File: config.mk
export PLATFORM = sky130hd
export DESIGN_NAME = ddr_burst_arbiter_flat
export DESIGN_NICKNAME = d
export VERILOG_FILES = /design/src/rtl/ddr_burst_arbiter_if.sv /design/src/rtl/ddr_burst_arbiter.sv /design/src/flat_wrapper.sv
export SDC_FILE = /design/constraint.sdc
export NUM_CORES = 1
export LEC_CHECK = 0
export CORE_AREA = 4 4 314 316
export DETAILED_ROUTE_END_ITERATION = 10
export DIE_AREA = 0 0 318 320
export PLACE_DENSITY = 0.31
export SYNTH_ARGS = -nofsm -noshare
export SYNTH_HDL_FRONTEND = slang
export SYNTH_SLANG_ARGS = --single-unit
File: constraint.sdc
create_clock -name clk -period 6.3 [get_ports clk]
set_clock_uncertainty 0.2 [all_clocks]
set_input_delay 1.26 -clock clk [delete_from_list [all_inputs] [get_ports clk]]
set_output_delay 1.26 -clock clk [all_outputs]
set_load 0.02 [all_outputs]
File: src/rtl/ddr_burst_arbiter_if.sv
`timescale 1ns/1ps
// Bus bundle between the two clients, the arbiter and the DDR burst controller.
// The arbiter uses the slave view; clients and the controller drive the master view.
interface ddr_burst_arbiter_if #(
    parameter int DDR_DATA_WIDTH = 128,
    parameter int DDR_ADDR_WIDTH = 28
);
    // client side
    logic [1:0]                  c_rd_req;
    logic [1:0]                  c_wr_req;
    logic [19:0]                 c_len;
    logic [2*DDR_ADDR_WIDTH-1:0] c_addr;
    logic [2*DDR_DATA_WIDTH-1:0] c_wr_data;
    logic [1:0]                  c_rd_valid;
    logic [1:0]                  c_wr_data_req;
    logic [DDR_DATA_WIDTH-1:0]   c_rd_data;
    logic [1:0]                  c_finish;
    logic [1:0]                  c_err;
    logic                        busy;
    // controller side
    logic                        ddr_ready;
    logic                        rd_burst_req;
    logic                        wr_burst_req;
    logic [9:0]                  rd_burst_len;
    logic [9:0]                  wr_burst_len;
    logic [DDR_ADDR_WIDTH-1:0]   rd_burst_addr;
    logic [DDR_ADDR_WIDTH-1:0]   wr_burst_addr;
    logic                        rd_burst_data_valid;
    logic                        wr_burst_data_req;
    logic                        rd_burst_finish;
    logic                        wr_burst_finish;
    logic [DDR_DATA_WIDTH-1:0]   rd_burst_data;
    logic [DDR_DATA_WIDTH-1:0]   wr_burst_data;

    modport slave (
        input  c_rd_req, c_wr_req, c_len, c_addr, c_wr_data,
        input  ddr_ready, rd_burst_data_valid, wr_burst_data_req,
        input  rd_burst_finish, wr_burst_finish, rd_burst_data,
        output c_rd_valid, c_wr_data_req, c_rd_data, c_finish, c_err, busy,
        output rd_burst_req, wr_burst_req, rd_burst_len, wr_burst_len,
        output rd_burst_addr, wr_burst_addr, wr_burst_data
    );

    modport master (
        output c_rd_req, c_wr_req, c_len, c_addr, c_wr_data,
        output ddr_ready, rd_burst_data_valid, wr_burst_data_req,
        output rd_burst_finish, wr_burst_finish, rd_burst_data,
        input  c_rd_valid, c_wr_data_req, c_rd_data, c_finish, c_err, busy,
        input  rd_burst_req, wr_burst_req, rd_burst_len, wr_burst_len,
        input  rd_burst_addr, wr_burst_addr, wr_burst_data
    );
endinterface

File: src/rtl/ddr_burst_arbiter.sv
`timescale 1ns/1ps
// Two-client round-robin arbiter sharing one DDR burst port.
// One burst in flight; the owner's command is latched on grant and the
// controller's beats and finish are routed back to the owner only.
module ddr_burst_arbiter #(
    parameter int DDR_DATA_WIDTH = 128,
    parameter int DDR_ADDR_WIDTH = 28
) (
    input  logic               clk,
    input  logic               rst,
    ddr_burst_arbiter_if.slave bus
);
    localparam logic [1:0] IDLE  = 2'd0;
    localparam logic [1:0] ISSUE = 2'd1;
    localparam logic [1:0] WAIT  = 2'd2;
    localparam logic [1:0] DONE  = 2'd3;

    logic [1:0]                state_q, state_d;
    logic                      last_grant_q, last_grant_d;
    logic                      grant_q, grant_d;
    logic                      op_wr_q, op_wr_d;
    logic [9:0]                len_q, len_d;
    logic [DDR_ADDR_WIDTH-1:0] addr_q, addr_d;
    logic [9:0]                beat_cnt_q, beat_cnt_d;
    logic                      rd_req_q, rd_req_d;
    logic                      wr_req_q, wr_req_d;
    logic [1:0]                err_q, err_d;

    logic [1:0] req_vec;
    logic       pick;
    logic       rd_beat;
    logic       wr_beat;
    logic [9:0] beat_total;
    logic       fin_match;
    logic       done;
    logic [9:0] pick_len;

    assign req_vec    = bus.c_rd_req | bus.c_wr_req;
    // On a tie the client that did not win last time gets the port.
    assign pick       = (req_vec == 2'b11) ? ~last_grant_q : req_vec[1];
    assign pick_len   = pick ? bus.c_len[19:10] : bus.c_len[9:0];
    assign rd_beat    = (state_q == WAIT) && bus.rd_burst_data_valid;
    assign wr_beat    = (state_q == WAIT) && bus.wr_burst_data_req;
    assign beat_total = beat_cnt_q + {9'd0, rd_beat} + {9'd0, wr_beat};
    assign fin_match  = op_wr_q ? bus.wr_burst_finish : bus.rd_burst_finish;
    assign done       = (state_q == DONE);

    // Next-state logic for the grant / issue / wait / done sequence.
    always_comb begin
        // NOTE: every variable gets its hold value first so no path leaves it unassigned (no latches).
        state_d      = state_q;
        last_grant_d = last_grant_q;
        grant_d      = grant_q;
        op_wr_d      = op_wr_q;
        len_d        = len_q;
        addr_d       = addr_q;
        beat_cnt_d   = beat_cnt_q;
        rd_req_d     = rd_req_q;
        wr_req_d     = wr_req_q;
        err_d        = err_q;
        case (state_q)
            IDLE: begin
                if (|req_vec) begin
                    grant_d      = pick;
                    last_grant_d = pick;
                    op_wr_d      = ~bus.c_rd_req[pick];
                    len_d        = pick_len;
                    addr_d       = pick ? bus.c_addr[2*DDR_ADDR_WIDTH-1:DDR_ADDR_WIDTH]
                                        : bus.c_addr[DDR_ADDR_WIDTH-1:0];
                    beat_cnt_d   = 10'd0;
                    if (pick_len == 10'd0) begin
                        // Empty burst: nothing goes downstream; one settling
                        // cycle in WAIT puts c_finish two cycles after the request.
                        state_d = WAIT;
                    end else begin
                        rd_req_d = bus.c_rd_req[pick];
                        wr_req_d = ~bus.c_rd_req[pick];
                        state_d  = ISSUE;
                    end
                end
            end
            ISSUE: begin
                if (bus.ddr_ready) begin
                    rd_req_d = 1'b0;
                    wr_req_d = 1'b0;
                    state_d  = WAIT;
                end
            end
            WAIT: begin
                beat_cnt_d = beat_total;
                if (len_q == 10'd0) begin
                    state_d = DONE;
                end else if (fin_match) begin
                    state_d = DONE;
                    if (beat_total != len_q) err_d[grant_q] = 1'b1;
                end
            end
            default: state_d = IDLE;
        endcase
    end

    // State registers with synchronous reset.
    always_ff @(posedge clk) begin
        // NOTE: sequential state uses non-blocking assignments so all registers update together.
        if (rst) begin
            state_q      <= IDLE;
            last_grant_q <= 1'b1;
            grant_q      <= 1'b0;
            op_wr_q      <= 1'b0;
            len_q        <= '0;
            addr_q       <= '0;
            beat_cnt_q   <= '0;
            rd_req_q     <= 1'b0;
            wr_req_q     <= 1'b0;
            err_q        <= '0;
        end else begin
            state_q      <= state_d;
            last_grant_q <= last_grant_d;
            grant_q      <= grant_d;
            op_wr_q      <= op_wr_d;
            len_q        <= len_d;
            addr_q       <= addr_d;
            beat_cnt_q   <= beat_cnt_d;
            rd_req_q     <= rd_req_d;
            wr_req_q     <= wr_req_d;
            err_q        <= err_d;
        end
    end

    assign bus.busy          = (state_q != IDLE);
    assign bus.c_rd_valid    = {grant_q & rd_beat, ~grant_q & rd_beat};
    assign bus.c_wr_data_req = {grant_q & wr_beat, ~grant_q & wr_beat};
    assign bus.c_finish      = {grant_q & done, ~grant_q & done};
    assign bus.c_err         = err_q;
    assign bus.c_rd_data     = bus.rd_burst_data;
    assign bus.rd_burst_req  = rd_req_q;
    assign bus.wr_burst_req  = wr_req_q;
    assign bus.rd_burst_len  = len_q;
    assign bus.wr_burst_len  = len_q;
    assign bus.rd_burst_addr = addr_q;
    assign bus.wr_burst_addr = addr_q;
    assign bus.wr_burst_data = grant_q ? bus.c_wr_data[2*DDR_DATA_WIDTH-1:DDR_DATA_WIDTH]
                                       : bus.c_wr_data[DDR_DATA_WIDTH-1:0];
endmodule

File: src/flat_wrapper.sv
// flat-port wrapper written by rule: the top's interface ports become plain ports
module ddr_burst_arbiter_flat 
#(
    parameter int DDR_DATA_WIDTH = 128,
    parameter int DDR_ADDR_WIDTH = 28
)
  (clk, rst, bus_c_rd_req, bus_c_wr_req, bus_c_len, bus_c_addr, bus_c_wr_data, bus_ddr_ready, bus_rd_burst_data_valid, bus_wr_burst_data_req, bus_rd_burst_finish, bus_wr_burst_finish, bus_rd_burst_data, bus_c_rd_valid, bus_c_wr_data_req, bus_c_rd_data, bus_c_finish, bus_c_err, bus_busy, bus_rd_burst_req, bus_wr_burst_req, bus_rd_burst_len, bus_wr_burst_len, bus_rd_burst_addr, bus_wr_burst_addr, bus_wr_burst_data);
  ddr_burst_arbiter_if #(.DDR_DATA_WIDTH(DDR_DATA_WIDTH), .DDR_ADDR_WIDTH(DDR_ADDR_WIDTH)) bus_i ();
  input  logic clk;
  input  logic rst;
  input wire logic [$bits(bus_i.c_rd_req)-1:0] bus_c_rd_req;
  input wire logic [$bits(bus_i.c_wr_req)-1:0] bus_c_wr_req;
  input wire logic [$bits(bus_i.c_len)-1:0] bus_c_len;
  input wire logic [$bits(bus_i.c_addr)-1:0] bus_c_addr;
  input wire logic [$bits(bus_i.c_wr_data)-1:0] bus_c_wr_data;
  input wire logic [$bits(bus_i.ddr_ready)-1:0] bus_ddr_ready;
  input wire logic [$bits(bus_i.rd_burst_data_valid)-1:0] bus_rd_burst_data_valid;
  input wire logic [$bits(bus_i.wr_burst_data_req)-1:0] bus_wr_burst_data_req;
  input wire logic [$bits(bus_i.rd_burst_finish)-1:0] bus_rd_burst_finish;
  input wire logic [$bits(bus_i.wr_burst_finish)-1:0] bus_wr_burst_finish;
  input wire logic [$bits(bus_i.rd_burst_data)-1:0] bus_rd_burst_data;
  output wire logic [$bits(bus_i.c_rd_valid)-1:0] bus_c_rd_valid;
  output wire logic [$bits(bus_i.c_wr_data_req)-1:0] bus_c_wr_data_req;
  output wire logic [$bits(bus_i.c_rd_data)-1:0] bus_c_rd_data;
  output wire logic [$bits(bus_i.c_finish)-1:0] bus_c_finish;
  output wire logic [$bits(bus_i.c_err)-1:0] bus_c_err;
  output wire logic [$bits(bus_i.busy)-1:0] bus_busy;
  output wire logic [$bits(bus_i.rd_burst_req)-1:0] bus_rd_burst_req;
  output wire logic [$bits(bus_i.wr_burst_req)-1:0] bus_wr_burst_req;
  output wire logic [$bits(bus_i.rd_burst_len)-1:0] bus_rd_burst_len;
  output wire logic [$bits(bus_i.wr_burst_len)-1:0] bus_wr_burst_len;
  output wire logic [$bits(bus_i.rd_burst_addr)-1:0] bus_rd_burst_addr;
  output wire logic [$bits(bus_i.wr_burst_addr)-1:0] bus_wr_burst_addr;
  output wire logic [$bits(bus_i.wr_burst_data)-1:0] bus_wr_burst_data;
  assign bus_i.c_rd_req = bus_c_rd_req;
  assign bus_i.c_wr_req = bus_c_wr_req;
  assign bus_i.c_len = bus_c_len;
  assign bus_i.c_addr = bus_c_addr;
  assign bus_i.c_wr_data = bus_c_wr_data;
  assign bus_i.ddr_ready = bus_ddr_ready;
  assign bus_i.rd_burst_data_valid = bus_rd_burst_data_valid;
  assign bus_i.wr_burst_data_req = bus_wr_burst_data_req;
  assign bus_i.rd_burst_finish = bus_rd_burst_finish;
  assign bus_i.wr_burst_finish = bus_wr_burst_finish;
  assign bus_i.rd_burst_data = bus_rd_burst_data;
  assign bus_c_rd_valid = bus_i.c_rd_valid;
  assign bus_c_wr_data_req = bus_i.c_wr_data_req;
  assign bus_c_rd_data = bus_i.c_rd_data;
  assign bus_c_finish = bus_i.c_finish;
  assign bus_c_err = bus_i.c_err;
  assign bus_busy = bus_i.busy;
  assign bus_rd_burst_req = bus_i.rd_burst_req;
  assign bus_wr_burst_req = bus_i.wr_burst_req;
  assign bus_rd_burst_len = bus_i.rd_burst_len;
  assign bus_wr_burst_len = bus_i.wr_burst_len;
  assign bus_rd_burst_addr = bus_i.rd_burst_addr;
  assign bus_wr_burst_addr = bus_i.wr_burst_addr;
  assign bus_wr_burst_data = bus_i.wr_burst_data;
  ddr_burst_arbiter #(.DDR_DATA_WIDTH(DDR_DATA_WIDTH), .DDR_ADDR_WIDTH(DDR_ADDR_WIDTH)) u_core (.clk(clk), .rst(rst), .bus(bus_i));
endmodule
==> results_dict.tcl, run 1 <==
set metrics [dict create \
    status "complete, no violations" \
    row_count 114 \
    first_global_vias 6958 \
    p_per_area_mw_per_mm2 317 \
    slowest_stage "dfxtp_4" \
    finalNetCount 1511 \
    postSynthCellCount 664 \
    antenna_found_initial 8 \
    p_leak_uw 0.00403 \
    cp-start-kind "register" \
    boundaryPins 814 \
    cts_setup_buffers 0 \
    synth_seq_cells 57 \
    final_area_sq_mm 0.0120 \
    ctsResizeCount 0 \
    utilization_pct 12.5 \
    cts_buffers 9 \
    drive_gt1_share_pct 15.5 \
    setup_slack_ns 1.99 \
    avgSynthCellArea_sq_um 8.82 \
    timing.rr.start "u_core.state_q[0]$_SDFFE_PP0P_" \
    dpl_cell_area_sq_mm 0.0117 \
    core-area_sq_mm 0.0960 \
    grt_overflow 0 \
    root_buffer "clkbuf_16" \
    clock_path_buffers 2 \
    critPathCaptureType "output pin" \
    dieArea_sq_mm 0.102 \
    area_delta_synth_final_pct 105 \
    clk_latency_ns 0.35 \
    ys_types 51 \
    crit_path_end "bus_wr_burst_data[74]" \
    drv_cap 0 \
    cp_max_fo 70 \
    path_class "reg2out" \
    layoutNonFillerInstCount 2318 \
    dr.first_iter.drc_count 243 \
    gp_congestion 0.813 \
    drc 0 \
    clock-sinks 57 \
    worst_slew_pin_slew_ns 1.08 \
    worst-path-buf-inv 2 \
    cp_top_family "buffers and inverters" \
    ir_drop_mv 0.164 \
    grt_first_pass_wirelength_microns 61800 \
    synth_edf_count 0 \
    antenna_left 0 \
    die_w_microns 318 \
    max_freq_mhz 232 \
    worstRegToRegCells 11 \
    path_clk_slew_ns 0.06 \
    slew_violations 0 \
    syn_area_sq_mm 0.00586 \
    dpl.cell_count 2299 \
    worstPathCellList "buf_12 > mux2_2 > clkdlybuf4s50_1" \
    path_depth 3 \
    required_ns 4.84 \
    critPathArrivalTime_ns 2.85 \
    die_y_microns 320 \
    maxSlewHeadroom_pct 27.4 \
    yosys_most_used_dff "dfxtp_1" \
    finalCritPeriodShare_pct 68.4 \
    ys_warn_count 0 \
    synth_fp_nets 1141 \
    numPortBuffers 557 \
    wl_per_cell_microns 20.6 \
    cts.htree.levels 3 \
    grt.total_usage_pct 8.88 \
    r2r-end "u_core.bus.c_err[0]$_SDFFE_PP0P_" \
    viasPerCell 2.72 \
    finalHoldViolations 0 \
    setup_viol 0 \
    yosysSeqAreaShare_pct 19.5 \
    hpwl_microns 42300 \
    crit_path_start "u_core.grant_q$_SDFFE_PP0P_" \
    grt_max_degree 71 \
    drt-pass1-iter-count 4 \
    hold_path_class "reg2reg" \
    start_util_pct 6.10 \
    reg2reg_slack_ns 2.71 \
    vias 6314 \
    grt_setup_unrepaired "no" \
    cts_tree "built" \
    routed_wl_microns 47800 \
    cpPeakStageDelay_ns 0.89 \
    final.min_clock_period_ns 4.31 \
    dp_slack_ns 2.04 \
    setup-tns-final_ns 0 \
    async_flop_share_pct 0 \
    hold_buffers 0 \
]
logic make-up after synthesis:
| group | count (synthesis) | share of synthesized area, % |
|---|---|---|
| compound gates | 87 | 10.8 |
| simple gates | 120 | 10.0 |
| fa+ha+maj | 6 | 1.41 |
| buf+inv | 213 | 24.9 |
| flops | 57 | 19.5 |
| mux | 169 | 31.6 |
| xor+xnor | 12 | 1.79 |
cell usage after synthesis, types with 2 or more instances:
cell        n  area (sq um)
buf_2       3          15.0
nand2b_1    2          12.5
xor2_1      5          43.8
and3_1      6          37.5
o21a_1      2          15.0
a21oi_1    12          60.1
nor3_1      6          30.0
clkbuf_8    2          27.5
a211oi_1   41           308
o22ai_1     2          12.5
inv_1       8          30.0
nor4_1      8          50.1
a311oi_1    2          17.5
buf_4     169          1270
and2_1      6          37.5
o31ai_1     3          22.5
a21o_1      2          15.0
clkbuf_1   29           109
mux2_2    129          1450
nand3b_1    3          22.5
nor3b_1     2          15.0
o21ai_0     9          45.0
a22oi_1     3          22.5
o211ai_1    2          15.0
ha_1        5          62.6
buf_1       2          7.51
or3_1       2          12.5
dfxtp_1    57          1140
nand2_1    10          37.5
nand4_1     2          12.5
nor2_1     59           221
nand3_1     7          35.0
mux2i_1    40           400
xnor2_1     7          61.3
where the power goes:
part	internal [uW]	switching [uW]	leakage, uW
clock	318	205	0.000135
combinational	1240	1320	0.00342
sequential	492	223	0.000472
total	2050	1750	0.00403
flip-flops by register name (all words and copies together), names as in the netlist:
name,flops
u_core.state_q,2
u_core.last_grant_q,1
u_core.bus.wr_burst_req,1
u_core.bus.c_err,2
u_core.beat_cnt_q,10
u_core.bus.rd_burst_addr,28
u_core.op_wr_q,1
u_core.bus.rd_burst_len,10
u_core.bus.rd_burst_req,1
u_core.grant_q,1
stage by stage:
stage | power [uW] | hold WS [ns]
finish | 3800 | 0.257
detailed placement | 3340 | 0.252
CTS | 3910 | 0.264
global route | 4050 | 0.284
global placement | 3350 | 0.254
floorplan | 2150 | 0.265
per-layer routing:
metal	vias to the layer above	wire (microns)	global-route usage, %
met5	-	0	0
met4	0	981	2.27
met2	377	22900	14.9
met3	84	5210	4.28
li1	2933	-	-
met1	2920	18800	10.1
cells in the final DEF (no fill, tap or decap), types with 9 or more instances in the layout:
cell               n
clkdlybuf4s50_1  556
mux2_2           129
nor2_1            58
dfxtp_1           56
a211oi_1          41
mux2i_1           40
a21oi_1           12
nand2_1           10
o21ai_0            9
clkbuf_16          9
worst min path at each step:
| stage | from | to | slack (ns) | cells after the start |
|---|---|---|---|---|
| floorplan | u_core.last_grant_q$_SDFFE_PP1P_ | u_core.last_grant_q$_SDFFE_PP1P_ | 0.27 | 1 |
| global placement | u_core.bus.wr_burst_req$_SDFFE_PP0P_ | u_core.bus.wr_burst_req$_SDFFE_PP0P_ | 0.25 | 1 |
| detailed placement | u_core.bus.wr_burst_req$_SDFFE_PP0P_ | u_core.bus.wr_burst_req$_SDFFE_PP0P_ | 0.25 | 1 |
| CTS | u_core.bus.wr_burst_req$_SDFFE_PP0P_ | u_core.bus.wr_burst_req$_SDFFE_PP0P_ | 0.26 | 1 |
| global route | u_core.bus.wr_burst_req$_SDFFE_PP0P_ | u_core.bus.wr_burst_req$_SDFFE_PP0P_ | 0.28 | 1 |
| finish | u_core.bus.wr_burst_req$_SDFFE_PP0P_ | u_core.bus.wr_burst_req$_SDFFE_PP0P_ | 0.26 | 1 |
layout make-up:
type | instances | area [sq um]
fillers | 10900 | 84000
diodes | 3 | 7.51
well taps | 1276 | 1600
inverters | 8 | 30.0
flip-flops and latches | 57 | 1140
repair buffers | 564 | 5640
clock inverters | 4 | 52.6
multi-input cells | 394 | 3280
clock buffers | 12 | 246
(Power assumes the default switching activity.)
==> inputs of run 2 (changes only) <==
--- a/config.mk
+++ b/config.mk
@@ -5,9 +5,9 @@
 export SDC_FILE = /design/constraint.sdc
 export NUM_CORES = 1
 export LEC_CHECK = 0
-export CORE_AREA = 4 4 314 316
+export CORE_AREA = 4 4 317 319
 export DETAILED_ROUTE_END_ITERATION = 10
-export DIE_AREA = 0 0 318 320
+export DIE_AREA = 0 0 321 323
 export PLACE_DENSITY = 0.31
 export SYNTH_ARGS = -nofsm -noshare
 export SYNTH_HDL_FRONTEND = slang
==> constraint.sdc (replaced) <==
create_clock -name clk -period 4.3 [get_ports clk]
set_clock_uncertainty 0.2 [all_clocks]
set_input_delay 0.86 -clock clk [delete_from_list [all_inputs] [get_ports clk]]
set_output_delay 0.86 -clock clk [all_outputs]
set_load 0.02 [all_outputs]
==> results_dict.tcl, run 2 (same netlist as run 1, synthesis figures left out) <==
set metrics [dict create \
    p_per_area_mw_per_mm2 467 \
    clock-sinks 57 \
    max_freq_mhz 278 \
    cts_tree "built" \
    met3_usage_pct 3.05 \
    die_w_microns 321 \
    ir_drop_mv 0.207 \
    first_global_vias 6706 \
    holdPathEnd "u_core.bus.c_err[0]$_SDFFE_PP0P_" \
    drt-pass1-iter-count 4 \
    status "complete, no violations" \
    ctsResizeCount 0 \
    vias 6233 \
    path_class "reg2out" \
    cts.htree.levels 3 \
    grt_setup_unrepaired "no" \
    finalNetCount 1516 \
    grt_first_pass_wirelength_microns 55300 \
    root_buffer "clkbuf_16" \
    clock_path_buffers 2 \
    routed_wl_microns 43000 \
    worst_slew_pin_slew_ns 1.01 \
    worstRegToRegCells 11 \
    min_path_cells 2 \
    maxSlewHeadroom_pct 32.5 \
    hold_path_class "reg2reg" \
    viasPerCell 2.67 \
    clkPwrFrac_pct 14.7 \
    final_cell_mix "clkdlybuf4s50_1 (556), mux2_2 (129), nor2_1 (58)" \
    num-fill-cells 11200 \
    antenna_left 0 \
    hold_buffers 0 \
    largest_reg_flops 28 \
    drv_cap 0 \
    wl_per_cell_microns 18.4 \
    seqPwrFrac_pct 18.1 \
    slew_violations 0 \
    setup-tns-final_ns 0 \
    cp-start-kind "register" \
    final.min_clock_period_ns 3.60 \
    clk_latency_ns 0.35 \
    core-area_sq_mm 0.0978 \
    r2r-end "u_core.bus.c_err[0]$_SDFFE_PP0P_" \
    dp_slack_ns 0.476 \
    numPortBuffers 557 \
    final_common_cell "clkdlybuf4s50_1" \
    timing.rr.start "u_core.state_q[0]$_SDFFE_PP0P_" \
    grt_overflow 0 \
    drc 0 \
    path_clk_slew_ns 0.07 \
    finalHoldViolations 0 \
    register_area_sq_mm 0.00114 \
    drive_gt1_share_pct 16.0 \
    die_y_microns 323 \
    p_leak_uw 0.00409 \
    dieArea_sq_mm 0.104 \
    grt.met1_usage_pct 9.70 \
    grt_max_degree 79 \
    final_area_sq_mm 0.0121 \
    critPathArrivalTime_ns 2.54 \
    dpl_cell_area_sq_mm 0.0118 \
    boundaryPins 814 \
    busiest_layer "met2" \
    area_delta_synth_final_pct 106 \
    hpwl_microns 37700 \
    row_count 115 \
    critPathCaptureType "output pin" \
    multi_input_comb_area_sq_mm 0.00328 \
    power_uw 5640 \
    cts_buffers 9 \
    fin_hold_ws_ns 0.289 \
    reg2reg_slack_ns 0.88 \
    gp_congestion 0.756 \
    cts_setup_buffers 0 \
    antenna_found_initial 7 \
    p_int_uw 3070 \
    min_from "u_core.bus.c_err[0]$_SDFFE_PP0P_" \
    required_ns 3.24 \
    use_met2_pct 12.4 \
    setup_viol 0 \
    p_sw_uw 2570 \
    dr.first_iter.drc_count 260 \
    finalCritPeriodShare_pct 83.6 \
    setup_slack_ns 0.705 \
    grt.total_usage_pct 7.73 \
    start_util_pct 5.99 \
    power_frac_comb_pct 67.2 \
    switching_share_pct 45.5 \
    cp_max_fo 35 \
]
## run 2: metal layers
layer | vias to the layer above | part of all wire (%)
met5 | - | 0
met4 | 0 | 1.8
met3 | 58 | 9.4
met2 | 386 | 47
met1 | 2848 | 42
li1 | 2941 | -
## run 2: final cells by class
cell class / instances / area share, %
clock inverter: 4 / 0.404
antenna: 1 / 0.0207
inverter: 8 / 0.249
timing repair buffer: 569 / 47.2
sequential: 57 / 9.48
clock buffer: 12 / 2.22
tap: 1287 / 13.3
multi-input combinational: 394 / 27.1
## run 2: worst max path at each step
stage                                 from                                to  slack (ns)
6_report       u_core.grant_q$_SDFFE_PP0P_             bus_wr_burst_data[86]        0.70
5_1_grt        u_core.grant_q$_SDFFE_PP0P_            bus_wr_burst_data[113]        0.56
4_1_cts        u_core.grant_q$_SDFFE_PP0P_            bus_wr_burst_data[106]        0.54
3_5_place_dp         bus_wr_burst_data_req  u_core.bus.c_err[0]$_SDFFE_PP0P_        0.48
3_3_place_gp         bus_wr_burst_data_req  u_core.bus.c_err[0]$_SDFFE_PP0P_        0.50
2_1_floorplan        bus_wr_burst_data_req  u_core.bus.c_err[0]$_SDFFE_PP0P_        1.15
## run 2: worst max-delay path, stage by stage, from the launching register on
cell	delay, ns
dfxtp_4	0.72
buf_12	0.29
mux2_2	0.42
clkdlybuf4s50_1	0.64
## run 2: power by group through the flow
stage	Combinational, uW	Clock (uW)	Sequential, uW
2_1_floorplan	2060	0	1090
3_3_place_gp	3890	0	1040
3_5_place_dp	3860	0	1050
4_1_cts	3880	887	1040
5_1_grt	4050	903	1070
6_report	3790	830	1020
## run 2: metrics by stage
stage | std cells | util [%]
after floorplan | 664 | -
after global placement | 2315 | 12.0
after detailed placement | 2315 | 12.0
after CTS | 2331 | 12.3
after global routing | 2332 | 12.3
final | 2332 | 12.3
